--- src/rtl/video_pkg.sv ---
// Shared types and constants for the video RAM read scheduler.
// Owners tag each read so its data can be routed back when it returns.
package video_pkg;

    typedef enum logic [1:0] {
        OWN_NONE = 2'd0,
        OWN_LCD  = 2'd1,
        OWN_ICON = 2'd2,
        OWN_AUX  = 2'd3
    } owner_t;

    typedef enum logic [1:0] {
        IDLE   = 2'd0,
        REQ_UP = 2'd1,
        REQ_LO = 2'd2,
        WAIT   = 2'd3
    } icon_state_t;

    typedef struct packed {
        logic   vld;
        owner_t owner;
    } tag_t;

    localparam logic [7:0] ICON_ADDR_UPPER_DEF = 8'h10;
    localparam logic [7:0] ICON_ADDR_LOWER_DEF = 8'h89;

endpackage

--- src/rtl/read_tag_pipe.sv ---
// Delay line carrying {valid, owner} alongside each outstanding RAM read.
// flush_icon removes icon-owned entries so an aborted fetch never returns.
module read_tag_pipe
    import video_pkg::*;
#(
    parameter int DEPTH = 1
) (
    input  logic       clk,
    input  logic       reset_n,
    input  logic       in_vld,
    input  logic [1:0] in_owner,
    input  logic       flush_icon,
    output logic       out_vld,
    output logic [1:0] out_owner
);

    tag_t stage_p [DEPTH];
    tag_t in_tag;

    function automatic tag_t drop_icon(tag_t t, logic flush);
        tag_t r;
        r = t;
        if (flush && t.owner == OWN_ICON) begin
            r.vld   = 1'b0;
            r.owner = OWN_NONE;
        end
        return r;
    endfunction

    assign in_tag = '{vld: in_vld, owner: owner_t'(in_owner)};

    always_ff @(posedge clk or negedge reset_n) begin
        if (!reset_n) begin
            for (int i = 0; i < DEPTH; i++) begin
                stage_p[i] <= '{vld: 1'b0, owner: OWN_NONE};
            end
        end else begin
            stage_p[0] <= drop_icon(in_tag, flush_icon);
            for (int i = 1; i < DEPTH; i++) begin
                stage_p[i] <= drop_icon(stage_p[i-1], flush_icon);
            end
        end
    end

    assign out_vld   = stage_p[DEPTH-1].vld;
    assign out_owner = stage_p[DEPTH-1].owner;

endmodule

--- src/rtl/video_ram_scheduler.sv ---
// Fixed-priority (LCD > icon > aux) arbiter for the video RAM read port,
// with the per-frame icon fetch sequencer and owner-tagged data return.
module video_ram_scheduler
    import video_pkg::*;
#(
    parameter int         RAM_LATENCY     = 1,
    parameter logic [7:0] ICON_ADDR_UPPER = ICON_ADDR_UPPER_DEF,
    parameter logic [7:0] ICON_ADDR_LOWER = ICON_ADDR_LOWER_DEF
) (
    input  logic       clk,
    input  logic       reset_n,
    input  logic       vsync,
    input  logic       lcd_req,
    input  logic [7:0] lcd_addr,
    output logic       lcd_valid,
    output logic [3:0] lcd_data,
    input  logic       aux_req,
    input  logic [7:0] aux_addr,
    output logic       aux_ack,
    output logic       aux_valid,
    output logic [3:0] aux_data,
    output logic [7:0] ram_addr,
    input  logic [3:0] ram_data,
    output logic [7:0] sprite_enable_status,
    output logic       icon_status_valid
);

    icon_state_t state, state_nxt;
    logic        vsync_q;
    logic        vsync_rise;
    logic        icon_req;
    logic [7:0]  icon_addr;
    logic        grant_lcd, grant_icon, grant_aux;
    owner_t      grant_owner;
    logic        tag_vld;
    logic [1:0]  tag_owner;
    logic        ret_lcd, ret_icon, ret_aux;
    logic        got_up;
    logic [3:0]  shadow_up;
    logic        commit;
    logic [3:0]  lcd_data_q, aux_data_q;

    assign vsync_rise = vsync & ~vsync_q;

    // A restarting edge suppresses this cycle's icon request so nothing stale is issued.
    assign icon_req  = (state == REQ_UP || state == REQ_LO) && !vsync_rise;
    assign icon_addr = (state == REQ_LO) ? ICON_ADDR_LOWER : ICON_ADDR_UPPER;

    assign grant_lcd  = lcd_req;
    assign grant_icon = icon_req & ~lcd_req;
    assign grant_aux  = aux_req & ~lcd_req & ~icon_req;
    assign aux_ack    = grant_aux;

    always_comb begin
        grant_owner = OWN_NONE;
        ram_addr    = 8'h00;
        if (grant_lcd) begin
            grant_owner = OWN_LCD;
            ram_addr    = lcd_addr;
        end else if (grant_icon) begin
            grant_owner = OWN_ICON;
            ram_addr    = icon_addr;
        end else if (grant_aux) begin
            grant_owner = OWN_AUX;
            ram_addr    = aux_addr;
        end
    end

    read_tag_pipe #(
        .DEPTH(RAM_LATENCY)
    ) u_tag_pipe (
        .clk       (clk),
        .reset_n   (reset_n),
        .in_vld    (grant_owner != OWN_NONE),
        .in_owner  (grant_owner),
        .flush_icon(vsync_rise),
        .out_vld   (tag_vld),
        .out_owner (tag_owner)
    );

    assign ret_lcd  = tag_vld && (tag_owner == OWN_LCD);
    assign ret_aux  = tag_vld && (tag_owner == OWN_AUX);
    assign ret_icon = tag_vld && (tag_owner == OWN_ICON) && !vsync_rise;

    assign lcd_valid = ret_lcd;
    assign aux_valid = ret_aux;
    assign lcd_data  = ret_lcd ? ram_data : lcd_data_q;
    assign aux_data  = ret_aux ? ram_data : aux_data_q;

    always_comb begin
        state_nxt = state;
        commit    = 1'b0;
        if (vsync_rise) begin
            state_nxt = REQ_UP;
        end else begin
            case (state)
                IDLE:    state_nxt = IDLE;
                REQ_UP:  if (grant_icon) state_nxt = REQ_LO;
                REQ_LO:  if (grant_icon) state_nxt = WAIT;
                WAIT: begin
                    // Icon returns arrive in issue order, so the second one is the lower nibble.
                    if (ret_icon && got_up) begin
                        commit    = 1'b1;
                        state_nxt = IDLE;
                    end
                end
                default: state_nxt = IDLE;
            endcase
        end
    end

    always_ff @(posedge clk or negedge reset_n) begin
        if (!reset_n) begin
            state   <= IDLE;
            vsync_q <= 1'b0;
        end else begin
            state   <= state_nxt;
            vsync_q <= vsync;
        end
    end

    always_ff @(posedge clk or negedge reset_n) begin
        if (!reset_n) begin
            got_up               <= 1'b0;
            shadow_up            <= 4'h0;
            sprite_enable_status <= 8'h00;
            icon_status_valid    <= 1'b0;
            lcd_data_q           <= 4'h0;
            aux_data_q           <= 4'h0;
        end else begin
            icon_status_valid <= commit;
            if (vsync_rise) begin
                got_up <= 1'b0;
            end else if (ret_icon) begin
                if (!got_up) begin
                    shadow_up <= ram_data;
                    got_up    <= 1'b1;
                end else begin
                    got_up <= 1'b0;
                end
            end
            if (commit) begin
                sprite_enable_status <= {ram_data, shadow_up};
            end
            if (ret_lcd) begin
                lcd_data_q <= ram_data;
            end
            if (ret_aux) begin
                aux_data_q <= ram_data;
            end
        end
    end

endmodule

--- config.mk ---
export PLATFORM = sky130hd
export DESIGN_NAME = video_ram_scheduler
export DESIGN_NICKNAME = d
export VERILOG_FILES = /design/src/rtl/video_pkg.sv /design/src/rtl/read_tag_pipe.sv /design/src/rtl/video_ram_scheduler.sv
export SDC_FILE = /design/constraint.sdc
export NUM_CORES = 1
export LEC_CHECK = 0
export ABC_AREA = 1
export CAP_MARGIN = 20
export CELL_PAD_IN_SITES_DETAIL_PLACEMENT = 0
export CELL_PAD_IN_SITES_GLOBAL_PLACEMENT = 2
export CORE_MARGIN = 2
export CORE_UTILIZATION = 34
export CTS_CLUSTER_SIZE = 30
export DETAILED_ROUTE_END_ITERATION = 7
export DONT_BUFFER_PORTS = 1
export PLACE_DENSITY_LB_ADDON = 0.1
export SLEW_MARGIN = 20
export SYNTH_ARGS = -nofsm -noshare
export SYNTH_HDL_FRONTEND = slang
export SYNTH_SLANG_ARGS = --single-unit
--- constraint.sdc ---
create_clock -name clk -period 1.85 [get_ports clk]
set_input_delay 0.555 -clock clk [delete_from_list [all_inputs] [get_ports clk]]
set_output_delay 0.555 -clock clk [all_outputs]
set_load 0.1 [all_outputs]
After elaboration in Yosys (flattened, before gate mapping)
Cells that the tools add are included.
{ "word_totals": {"regBits": 28, "input_bits": 25, "elab_cells": 64} }
{ "classes": {"eq_ne": 10, "n_mux": 21, "bitwise": 9, "reduce_logical": 14} }
{ "op_table": {"columns": ["operator", "count"], "rows": [
  ["$mux W8", 4],
  ["$mux W2", 7],
  ["$eq A2 B2 Y1 const B", 5],
  ["$ne A3 B2 Y1 const B", 3],
  ["$mux W4", 2],
  ["$pmux W2 S4", 1],
  ["$logic_and A1 B1 Y1", 7],
  ["$mux W1", 6],
  ["$reduce_and A3 Y1", 2],
  ["$not A1 Y1", 5],
  ["$and A1 B1 Y1", 4],
  ["$eq A2 B1 Y1 const B", 2],
  ["$reduce_bool A2 Y1", 2],
  ["$mux W3", 1],
  ["$logic_not A2 Y1", 1],
  ["$logic_not A1 Y1", 1],
  ["$logic_or A1 B1 Y1", 1]
]} }

Longest topological paths before layout
{ "logic_depth": {"depth_word": 12, "ltp_mapped": 9} }

By module
Synthesis repeated with hierarchy kept, for this count alone.
{ "hier_totals": {"cells_unflattened": 166, "area_unflattened_um2": 1343.8} }
{ "by_module_without_submodules": {"columns": ["mod", "instances", "cells_each", "area_per_inst_um2", "seq_area_each_um2"], "rows": [
  ["video_ram_scheduler", 1, 156, 1239.9, 625.6],
  ["read_tag_pipe", 1, 10, 103.8, 75.1]
]} }

Worst setup path after synthesis
Ideal clock, no wire load.
{ "synth_timing": {"path_type": "flip-flop to output port", "startpoint": "register u_tag_pipe.stage_p (netlist bit u_tag_pipe.out_owner[1])", "endpoint": "output port lcd_data[0]", "t_arrival_ns": 4.219, "slack_ns": -2.924, "stages_incl_launch_ff": 4, "n_path_buf": 0, "path_cell_list": "dfrtp_1 -> nor3_2 -> inv_1 -> o21ai_0"} }
{ "synth_via": {"elab_chain_len": 3} }
{ "synth_lines": {"columns": ["item", "line_no", "rtl"], "rows": [
  ["start, declared", "read_tag_pipe.sv:17", "tag_t stage_p [DEPTH];"],
  ["start signal, assigned by index", "read_tag_pipe.sv:35", "stage_p[i] <= '{vld: 1'b0, owner: OWN_NONE};"],
  ["start signal, assigned by index", "read_tag_pipe.sv:40", "stage_p[i] <= drop_icon(stage_p[i-1], flush_icon);"],
  ["$eq A2 B1 Y1", "video_ram_scheduler.sv:81", "assign ret_lcd = tag_vld && (tag_owner == OWN_LCD);"],
  ["$logic_and A1 B1 Y1", "video_ram_scheduler.sv:81", null],
  ["named net lcd_valid", "video_ram_scheduler.sv:15", "output logic lcd_valid,"],
  ["$mux W4", null, null],
  ["end, declared", "video_ram_scheduler.sv:16", "output logic [3:0] lcd_data,"]
]} }
The timed path passes the listed nets, and every way through them passes these cells.

Final worst setup path
{ "layout_timing": {"startpoint": "register state[1]", "endpoint": "output port ram_addr[2]"} }
{ "layout_via": {"elab_chain_len": 8, "elab_cells_between_ends": 10, "cone_classes": "2 x eq/ne; 3 x mux; 3 x bitwise; 2 x reduce/logical"} }
{ "layout_lines": {"columns": ["item", "line_no", "rtl"], "rows": [
  ["start, declared", "video_ram_scheduler.sv:28", "icon_state_t state, state_nxt;"],
  ["start signal, assigned", "video_ram_scheduler.sv:117", "state <= state_nxt;"],
  ["$eq A2 B1 Y1 or $eq A2 B2 Y1 (tied branches)", "video_ram_scheduler.sv:46", "assign icon_req = (state == REQ_UP || state == REQ_LO) && !vsync_rise;"],
  ["$logic_or A1 B1 Y1 *", "video_ram_scheduler.sv:46", null],
  ["$logic_and A1 B1 Y1 *", "video_ram_scheduler.sv:46", null],
  ["$not A1 Y1", "video_ram_scheduler.sv:51", "assign grant_aux = aux_req & ~lcd_req & ~icon_req;"],
  ["$and A1 B1 Y1", "video_ram_scheduler.sv:51", null],
  ["$mux W8", "video_ram_scheduler.sv:63", "end else if (grant_aux) begin"],
  ["$mux W8 *", "video_ram_scheduler.sv:60", "end else if (grant_icon) begin"],
  ["$mux W8 *", "video_ram_scheduler.sv:57", "if (grant_lcd) begin"],
  ["end, declared", "video_ram_scheduler.sv:22", "output logic [7:0] ram_addr,"]
]} }
Every way passes the cells marked *; elsewhere a longest branch is shown, timed or not.

==> qor.csv <==
stage,metric,value,unit
floorplanning,die_area,0.004291,mm2
synthesis,synth_nets,172,
pwr,total_power,4.069,mW
placement,postPlaceCellArea,0.001878,mm2
synthesis,synth_commonest_cells,"nand2_1, dfrtp_1, inv_1",
synthesis,async_flop_share,1.000,
finish,multi_input_area,739.5,um2
worst_setup_path,critical_path_class,reg -> out,
placement,dp_hpwl,2.268,mm
synthesis,synthFlopType,dfrtp_1,
route,first_pass_iters,4,
clock_network,ctsHtreeMaxLevel,1,
timing,max_slew_margin,0.5155,
floorplanning,initial_core_util,0.3513,
timing,slew_viol_final,0,
placement,post-place-ws,-0.1931,ns
finish,syn2layout_area_growth,66.25,%
timing,finalHoldViolations,0,
synthesis,yosysTopAreaCellShare,0.5447,
pwr,pwr-share-clk,0.115,
pwr,switching_share,0.5406,
worst_setup_path,worstPathArrival,1.69,ns
timing,setup_viol,18,
clock_network,clk_latency,0.27,ns
synthesis,avgSynthCellArea,8.995,um2
route,vias_per_cell,4.605,
route,drtIter0Drc,30,
floorplanning,coreArea,0.003661,mm2
route,routedWlPerCell,13.17,um
synthesis,synth.top_cells.by_area,"dfrtp_1, nand2_1, inv_1, o21ai_0, ha_1",
grt,grt_pass1_wl,5.195,mm
route,remaining_drc_errors,0,
placement,place_inst,222,
pwr,max-vdd-ir-drop,0.0008346,V
synthesis,synth_area,0.001286,mm2
worst_setup_path,crit_path_start_kind,flop,
worst_setup_path,cp-startpoint,state[1],
pwr,power_density,1903,mW/mm2
grt,grt_overflow,0,
min_path,hold_class,in -> async,
clock_network,root_buffer,clkbuf_8,
floorplanning,fp-row-count,22,
timing,finalCritPeriodShare,1.214,
pwr,p_leak,1.092,nW
pwr,comb_power_share,0.661,
worst_setup_path,rr_startpoint,u_tag_pipe.out_owner[1],
finish,fin_util,0.5841,
status,violations,setup timing,
finish,postLayoutCellArea,0.002138,mm2
grt,grt_pass1_vias,1144,
placement,gp_congestion,0.7731,
worst_setup_path,crit_fanout,4,
synthesis,synth-edff-count,0,
finish,fin_cells,233,
finish,n_antenna_cell,0,
route,drt_wl_total,3.068,mm
pwr,p_seq_frac,0.224,
finish,seq_area,700.7,um2
timing,fmax,445.4,MHz
finish,drive_gt1_frac,0.4649,
clock_network,cts_buffers,3,
finish,fin_nets,215,
grt,grt_use_total,0.1597,
timing,fin_crit,2.245,ns
synthesis,synth_seq_area_share,0.5447,
worst_setup_path,critPathCaptureType,output pin,
synthesis,yosysTopAreaCell,dfrtp_1,
grt,grt_max_degree,29,
route,final_antenna_net_count,0,
clock_network,clock_path_buffers,2,
worst_setup_path,crit_required,1.29,ns
floorplanning,fp.dieW,65.51,um
pwr,p_int,1.869,mW
clock_network,cts_tree,yes,
timing,worst_slew_pin_slew,0.7240,ns
floorplanning,pin_count,53,
synthesis,ys_ff_latch,28,
status,run_status,"finished, violations left",
synthesis,post-synth-top-count-cell,nand2_1,
synthesis,synth_cells,143,
route,num_vias,1073,
flow_run,max_cap_violations,0,
timing,finalWorstSetupSlack,-0.3950,ns
worst_setup_path,reg2reg_slack,0.28,ns
placement,io_buffers,0,
pwr,p_sw,2.200,mW
finish,fillers,308,
timing,fin_skew,0.001484,ns
synthesis,synth.distinct_cells,19,
clock_network,clkSinkCount,28,
synthesis,synth_warnings,0,
clock_network,path_clk_slew,0.09,ns
timing,rsz0062_at_grt,yes,
grt,antenna_found_initial,0,
floorplanning,die_h,65.51,um
-- stage by stage --
stage / hold slack (ns) / TNS [ns]
CTS: 0.08666 / -5.704
global route: 0.08469 / -7.308
finish: 0.09120 / -5.833
floorplan: 0.2594 / -12.00
global placement: 0.2601 / -0.7705
detailed placement: 0.2602 / -1.238
-- repair_timing --
| action | in CTS | in global routing |
|---|---|---|
| gates cloned | 1 | 0 |
| resized for setup | 20 | 7 |
| hold buffers | 1 | 0 |
| setup buffers | 3 | 2 |
| setup endpoints to repair | 19 | 19 |
| pin swaps | 9 | 1 |
| hold endpoints to repair | 28 | 0 |
-- power groups by stage --
stage	Sequential, mW	Combinational [mW]	Clock [mW]
finish	0.913	2.69	0.468
global route	0.939	2.82	0.514
CTS	0.917	2.63	0.488
detailed placement	0.925	2.45	0
global placement	0.913	2.42	0
floorplan	1.15	1.71	0
-- cells by family after synthesis --
group                      Yosys count  share of synthesized area
DFF                                 28                     0.5447
AOI/OAI and AO/OA                   25                     0.1245
and+or+nand+nor                     63                     0.2179
buffers and inverters               23                    0.07392
adders and majority gates            4                    0.03891
-- sequential cells by signal (all words and copies together), names as in the netlist --
name / cells
vsync_q: 1
aux_data_q: 4
shadow_up: 4
icon_status_valid: 1
u_tag_pipe.out_vld: 1
state: 2
sprite_enable_status: 8
lcd_data_q: 4
got_up: 1
u_tag_pipe.out_owner: 2
-- cell usage in the layout (no fill, tap or decap), drive strengths merged, types with 4 or more instances in the layout --
cell type and n:
a22o 4, buf 38, clkbuf 4, dfrtp 28
ha 4, inv 22, nand2 47, nand3 10
o21ai 19
-- worst paths after layout --
kind / to / cells past startpoint
hold / removal: lcd_data_q[1] / 1
min in group clk: vsync_q / 0
hold reg to reg: sprite_enable_status[0] / 2
setup reg to reg: aux_data_q[3] / 4
setup / recovery: ram_addr[2] / 7
max in group asynchronous: aux_data_q[1] / 1
-- layer usage --
metal / share of wire / GRT usage / up-vias
met5: 0 / 0 / -
met4: 0.015 / 0.06250 / 0
met3: 0.035 / 0.02911 / 4
met2: 0.55 / 0.3010 / 25
met1: 0.39 / 0.1754 / 500
li1: - / - / 544
-- critical path: stages (launching register included) --
cell	delay (ns)
dfrtp_1	0.42
ha_4	0.29
inv_4	0.04
nand2_4	0.08
nand2_8	0.07
buf_12	0.14
inv_8	0.06
a22o_4	0.30
-- cell type report --
| type | count | area share |
|---|---|---|
| Timing Repair Buffer | 39 | 0.2159 |
| Sequential cell | 28 | 0.3277 |
| Timing Repair inverter | 1 | 0.005266 |
| Clock buffer | 3 | 0.01931 |
| Tap cell | 48 | 0.02809 |
| Inverter | 21 | 0.04389 |
| Multi-Input combinational cell | 92 | 0.3458 |
| Clock inverter | 1 | 0.01404 |
Power figures use the tool's default switching activity.
